[config.mk]
export PLATFORM = sky130hd
export DESIGN_NAME = sublvds_tx_pattern_gen
export DESIGN_NICKNAME = d
export VERILOG_FILES = /design/src/rtl/sublvds_tx_pattern_gen.sv
export SDC_FILE = /design/constraint.sdc
export NUM_CORES = 1
export LEC_CHECK = 0
export ABC_AREA = 1
export BUFFER_PORTS_ARGS = -buffer_cell sky130_fd_sc_hd__buf_2
export CAP_MARGIN = 0
export CORE_MARGIN = 10
export CORE_UTILIZATION = 65
export DETAILED_ROUTE_END_ITERATION = 6
export PLACE_DENSITY = 0.85
export SLEW_MARGIN = 20
export SYNTH_ARGS = -nofsm -noshare
export SYNTH_HDL_FRONTEND = slang
export SYNTH_SLANG_ARGS = --single-unit
[constraint.sdc]
create_clock -name px_clk -period 4.1 [get_ports px_clk]
set_input_delay 0.205 -clock px_clk [delete_from_list [all_inputs] [get_ports px_clk]]
set_output_delay 0.205 -clock px_clk [all_outputs]
set_load 0.005 [all_outputs]
[src/rtl/sublvds_tx_pattern_gen.sv]
// Single-lane SubLVDS transmit word generator: builds H-blank/SAV/pixel/EAV symbol frames
// and gears each 12-bit symbol pair into three 8-bit words, earliest wire bit in px_data[0].
module sublvds_tx_pattern_gen #(
  parameter int          ACTIVE_PIX   = 1920,
  parameter int          H_BLANK      = 280,
  parameter int          V_ACTIVE     = 1080,
  parameter int          V_BLANK      = 45,
  parameter logic [11:0] BLANK_VAL    = 12'h040,
  parameter logic        RX_SWAP_MASK = 1'b0
) (
  input  logic        px_clk,
  input  logic        tx_reset,
  input  logic        tx_enable,
  input  logic [1:0]  pattern_sel,
  input  logic [11:0] fixed_val,
  output logic [7:0]  px_data,
  output logic        tx_frame_start,
  output logic        tx_busy,
  output logic [15:0] tx_frame_cnt
);

  localparam int V_TOTAL = V_ACTIVE + V_BLANK;
  localparam int LW      = $clog2(V_TOTAL + 1);
  localparam int SEG_MAX = (ACTIVE_PIX > H_BLANK) ? ACTIVE_PIX : H_BLANK;
  localparam int CW      = $clog2(SEG_MAX + 1);

  typedef enum logic [2:0] {IDLE, HBLANK, SAV, ACTIVE, EAV} state_t;

  state_t        state;
  logic [1:0]    phase;
  logic [CW-1:0] seg_cnt;
  logic [LW-1:0] line_cnt;
  logic [1:0]    pat_q;
  logic [11:0]   fixed_q;
  logic [15:0]   pair_q;
  logic [23:0]   pair_now;
  logic [11:0]   col0;
  logic [11:0]   line12;
  logic          valid_line;
  logic          last_line;
  logic          seg_last;
  logic          frame_end;
  logic          start_now;

  function automatic logic [11:0] clamp(input logic [11:0] v);
    logic [11:0] r;
    r = v;
    if (v == 12'h000) r = 12'h001;
    else if (v == 12'hFFF) r = 12'hFFE;
    return r;
  endfunction

  function automatic logic [11:0] pattern_pix(input logic [11:0] col, input logic [11:0] line,
                                              input logic [1:0] sel, input logic [11:0] fixed);
    logic [11:0] r;
    case (sel)
      2'd0:    r = col;
      2'd1:    r = col + line;
      2'd2:    r = fixed;
      default: r = col[0] ? 12'hAAA : 12'h555;
    endcase
    return r;
  endfunction

  // Bytes are held MSB-first as they leave the symbol; the wire wants the earliest bit in bit 0.
  function automatic logic [7:0] wire_order(input logic [7:0] w);
    logic [7:0] r;
    for (int i = 0; i < 8; i++) r[i] = w[7-i];
    return r;
  endfunction

  always_comb begin
    valid_line = (line_cnt < LW'(V_ACTIVE));
    last_line  = (line_cnt == LW'(V_TOTAL - 1));
    col0       = 12'(seg_cnt);
    line12     = 12'(line_cnt);
    case (state)
      HBLANK:   seg_last = (seg_cnt == CW'(H_BLANK - 2));
      ACTIVE:   seg_last = (seg_cnt == CW'(ACTIVE_PIX - 2));
      SAV, EAV: seg_last = (seg_cnt == CW'(2));
      default:  seg_last = 1'b1;
    endcase
    frame_end = (state == EAV) && seg_last && last_line;
    start_now = tx_enable && ((state == IDLE) || frame_end);

    pair_now = {BLANK_VAL, BLANK_VAL};
    case (state)
      SAV: pair_now = (seg_cnt == '0) ? {12'hFFF, 12'h000}
                                      : {12'h000, valid_line ? 12'h800 : 12'hAB0};
      EAV: pair_now = (seg_cnt == '0) ? {12'hFFF, 12'h000}
                                      : {12'h000, valid_line ? 12'h9D0 : 12'hB60};
      ACTIVE: begin
        if (valid_line)
          pair_now = {clamp(pattern_pix(col0, line12, pat_q, fixed_q)),
                      clamp(pattern_pix(col0 + 12'd1, line12, pat_q, fixed_q))};
        else
          pair_now = {clamp(BLANK_VAL), clamp(BLANK_VAL)};
      end
      default: pair_now = {BLANK_VAL, BLANK_VAL};
    endcase
  end

  // The FSM only moves on phase-0 loads; phases 1 and 2 drain the held pair.
  always_ff @(posedge px_clk) begin
    if (tx_reset) begin
      state          <= IDLE;
      phase          <= 2'd0;
      seg_cnt        <= '0;
      line_cnt       <= '0;
      pat_q          <= 2'd0;
      fixed_q        <= 12'h000;
      pair_q         <= 16'h0000;
      px_data        <= 8'h00;
      tx_frame_start <= 1'b0;
      tx_busy        <= 1'b0;
      tx_frame_cnt   <= 16'h0000;
    end else begin
      tx_frame_start <= 1'b0;
      phase          <= (phase == 2'd2) ? 2'd0 : phase + 2'd1;
      case (phase)
        2'd0: begin
          px_data <= wire_order(pair_now[23:16]) ^ {8{RX_SWAP_MASK}};
          pair_q  <= pair_now[15:0];
          if (frame_end) tx_frame_cnt <= tx_frame_cnt + 16'd1;
          if (start_now) begin
            state          <= HBLANK;
            seg_cnt        <= '0;
            line_cnt       <= '0;
            pat_q          <= pattern_sel;
            fixed_q        <= fixed_val;
            tx_frame_start <= 1'b1;
            tx_busy        <= 1'b1;
          end else if (state != IDLE) begin
            if (!seg_last) begin
              seg_cnt <= seg_cnt + CW'(2);
            end else begin
              seg_cnt <= '0;
              case (state)
                HBLANK: state <= SAV;
                SAV:    state <= ACTIVE;
                ACTIVE: state <= EAV;
                default: begin
                  if (last_line) begin
                    state    <= IDLE;
                    line_cnt <= '0;
                    tx_busy  <= 1'b0;
                  end else begin
                    state    <= HBLANK;
                    line_cnt <= line_cnt + LW'(1);
                  end
                end
              endcase
            end
          end
        end
        2'd1:    px_data <= wire_order(pair_q[15:8]) ^ {8{RX_SWAP_MASK}};
        default: px_data <= wire_order(pair_q[7:0]) ^ {8{RX_SWAP_MASK}};
      endcase
    end
  end

endmodule

==> impl_metrics.env <==
export IMPL_status="complete, no violations"
export IMPL_criticalPathCategory="reg -> reg"
export IMPL_arrival_ps=3230
export IMPL_clk_pin_slew_ps=100
export IMPL_grt_max_degree=53
export IMPL_cts_tree="done"
export IMPL_syn_nets=948
export IMPL_synth_simple_area_share_pct=36.7
export IMPL_post_drt_wl_per_cell_um=15.4
export IMPL_critPathLaunchType="register"
export IMPL_clkLatencyLatePin_ps=360
export IMPL_cts_root_buf="clkbuf_8"
export IMPL_crit_path_end_kind="register"
export IMPL_synth_xor_area_share_pct=3.58
export IMPL_ys_types=41
export IMPL_coreArea_sq_um=8300
export IMPL_grt_overflow=0
export IMPL_antenna_found_initial=0
export IMPL_dr_pass1_iters=6
export IMPL_rr_startpoint="line_cnt[0]$_SDFFE_PP0P_"
export IMPL_postRouteAntennaNets=0
export IMPL_period_share_pct=73.3
export IMPL_hold_viol_final=0
export IMPL_row_count=33
export IMPL_place_gp_congestion=0.991
export IMPL_final_setup_viol_count=0
export IMPL_syn_cell_area_sq_um=5630
export IMPL_grt_pass1_vias=5716
export IMPL_cp_data_required_time_ps=4320
export IMPL_synth_seq_cells=82
export IMPL_slew_violations=0
export IMPL_p_per_area_nw_per_um2=376
export IMPL_period_needed_ps=3010
export IMPL_hold_path_class="in -> reg"
export IMPL_dieArea_sq_um=12800
export IMPL_syn_to_final_growth_pct=8.36
export IMPL_nets=976
export IMPL_cts_path_max_buffers=2
export IMPL_synth_compound_area_share_pct=13.7
export IMPL_critPathMaxFanout=22
export IMPL_drive_gt1_share_pct=8.57
export IMPL_fmax_mhz=333
export IMPL_io_buffers=42
export IMPL_clock_skew_ps=16.4
export IMPL_synth_top_family_by_area="simple AND/OR/NAND/NOR gates"
export IMPL_fin_tns_setup_ps=0
export IMPL_cts_setup_buffers=0
export IMPL_num_antenna_cells=0
export IMPL_yosysWarnings=0
export IMPL_r2r_slack_ps=1090
export IMPL_grt_total_usage_pct=24.7
export IMPL_start_util_pct=67.8
export IMPL_post_cts_resized=0
export IMPL_cts_htree_levels=3
export IMPL_synth_async_reset_ratio_pct=0
export IMPL_yosys_mux_area_fraction_pct=0
export IMPL_fin_total_pwr_mw=2.29
export IMPL_grt_setup_unrepaired="no"
export IMPL_slowest_delay_ps=570
export IMPL_via_count=5946
export IMPL_ir_worst_vdd_uv=317
export IMPL_drv_cap=0
export IMPL_synth_edf_count=0
export IMPL_synthFlopType="dfxtp_1"
export IMPL_postSynthAreaPerCell_sq_um=6.25
export IMPL_worstSetupStartpoint="line_cnt[0]$_SDFFE_PP0P_"
export IMPL_grt_pass1_wl_mm=26.6
export IMPL_p_leak_nw=2.72
export IMPL_drtIter0Drc=577
export IMPL_worst_slew_pin_slew_ps=793
export IMPL_boundaryPins=43
export IMPL_post_route_drc_count=0
export IMPL_die_w_um=113
export IMPL_dpl_hpwl_mm=12.4
export IMPL_synth_cells=900
export IMPL_die_h_um=113
export IMPL_r2r_cells=13
export IMPL_drt_vias_per_instance=5.73
export IMPL_crit_end="fixed_q[10]$_SDFFE_PP0P_"
export IMPL_yosys_area_share_adder_pct=7.03
export IMPL_crit_chain="inv_1 -> ha_1 -> nand2_1 -> nor3_1 -> and3_1 -> inv_1 -> nor2_1 -> nand3_1 -> o21ai_0 -> nand3_1 -> clkinv_1 -> nand2_1 -> a21oi_1"
export IMPL_wl_mm=16.0
export IMPL_synth_seq_area_share_pct=29.2
export IMPL_reg2reg_to="fixed_q[10]$_SDFFE_PP0P_"
export IMPL_cts_sinks=82
export IMPL_hold_ws_ps=84.9
export IMPL_tritoncts_num_buffers=9
export IMPL_cpMaxStageDelayCell="nand3_1"
export IMPL_slew_headroom_pct=47.1
export IMPL_hold_buffers=0
-- power breakdown --
group / leakage, nW / total [mW] / internal, mW / switching (mW)
sequential: 0.665 / 0.932 / 0.863 / 0.0689
combinational: 1.94 / 0.676 / 0.200 / 0.476
clock: 0.113 / 0.682 / 0.354 / 0.328
total: 2.72 / 2.29 / 1.42 / 0.874
-- layout by cell type, fill, tap and decap left out, types with 2 or more instances in the layout --
master,n
nand2_4,2
xor2_1,19
o31ai_1,3
nor2_2,3
inv_2,4
and3_1,2
o21ai_0,41
a31oi_1,10
buf_4,2
bufinv_16,2
ha_1,30
nand4_1,17
nor3_1,20
buf_2,42
inv_6,3
nor2_4,3
xnor2_1,4
nand2_1,272
a21oi_1,76
nand2_2,2
nand3b_1,6
nor4_1,4
nor3b_1,2
clkinv_1,2
o21ai_2,2
nor2_1,83
dfxtp_1,82
clkbuf_8,9
nand3_1,59
o211ai_1,3
inv_1,110
a211oi_1,2
-- per-layer routing --
metal / vias up / GRT usage [%] / share of wire (%)
met5: - / 0 / 0
met4: 0 / 8.29 / 2.5
met3: 42 / 6.13 / 9.7
met2: 291 / 40.4 / 46
met1: 2653 / 30.9 / 42
li1: 2960 / - / -
-- registers in the layout, indices dropped and copies added, names as in the netlist, 2 cells and up --
register	count
pair_q	16
tx_frame_cnt	16
fixed_q	12
line_cnt	11
seg_cnt	10
px_data	8
state	3
pat_q	2
phase	2
-- final cells by class --
| class | instances | area (sq um) |
|---|---|---|
| clock buffers | 9 | 124 |
| clock inverters | 7 | 105 |
| fillers | 728 | 2200 |
| inverters | 116 | 435 |
| multi-input cells | 675 | 3430 |
| flip-flops and latches | 82 | 1640 |
| well taps | 105 | 131 |
| repair buffers | 44 | 225 |
-- metrics by stage --
stage	util [%]	setup WS (ps)	cell area, sq um	std cells
after floorplan	-	1910	5630	900
after global placement	70.7	1350	5870	1022
after detailed placement	70.7	1200	5870	1022
after CTS	73.5	1130	6100	1038
after global routing	73.5	745	6100	1038
final	73.5	1090	6100	1038
-- worst min path at each step --
stage	start	end	slack, ps	depth (start not counted)
3_5_place_dp	pair_q[13]$_SDFFE_PP0P_	pair_q[13]$_SDFFE_PP0P_	460	2
6_report	fixed_val[11]	fixed_q[11]$_SDFFE_PP0P_	80	3
5_1_grt	fixed_val[9]	fixed_q[9]$_SDFFE_PP0P_	90	3
3_3_place_gp	phase[0]$_SDFF_PP0_	phase[0]$_SDFF_PP0_	440	1
4_1_cts	fixed_val[11]	fixed_q[11]$_SDFFE_PP0P_	80	3
2_1_floorplan	fixed_val[1]	fixed_q[1]$_SDFFE_PP0P_	350	2
-- synth_stat cells, types with 3 or more instances --
master    instances  area share (%)
nand2_1         272              18
inv_1           110             7.3
nor2_1           83             5.5
dfxtp_1          82              29
a21oi_1          76             6.8
nand3_1          59             5.2
o21ai_0          41             3.6
ha_1             30             6.7
clkbuf_1         20             1.3
nor3_1           20             1.8
xor2_1           19             3.0
nand4_1          17             1.9
a31oi_1          10             1.1
nand3b_1          6            0.80
buf_2             5            0.44
inv_2             4            0.27
nor4_1            4            0.44
xnor2_1           4            0.62
nor2_2            3            0.33
nor2_4            3            0.60
o211ai_1          3            0.40
o31ai_1           3            0.40
-- cells by family (layout without fill, tap and decap cells) --
logic type                 after synthesis  count (layout)
AOI/OAI and AO/OA                      142             142
xor gates and xnor gates                23              23
adders and majority gates               31              31
buffers and inverters                  143             176
DFF                                     82              82
and+or+nand+nor                        479             479
-- critical path: cells and delay by family, from the launching register on --
kind                     cells  cell delay, ps
AO/OA/AOI/OAI                2             220
flip-flops                   1             470
AND/OR/NAND/NOR              7            1270
adder cells (fa/ha/maj)      1             210
buffers and inverters        3             700
No activity file was read; power rests on OpenSTA's default activity.
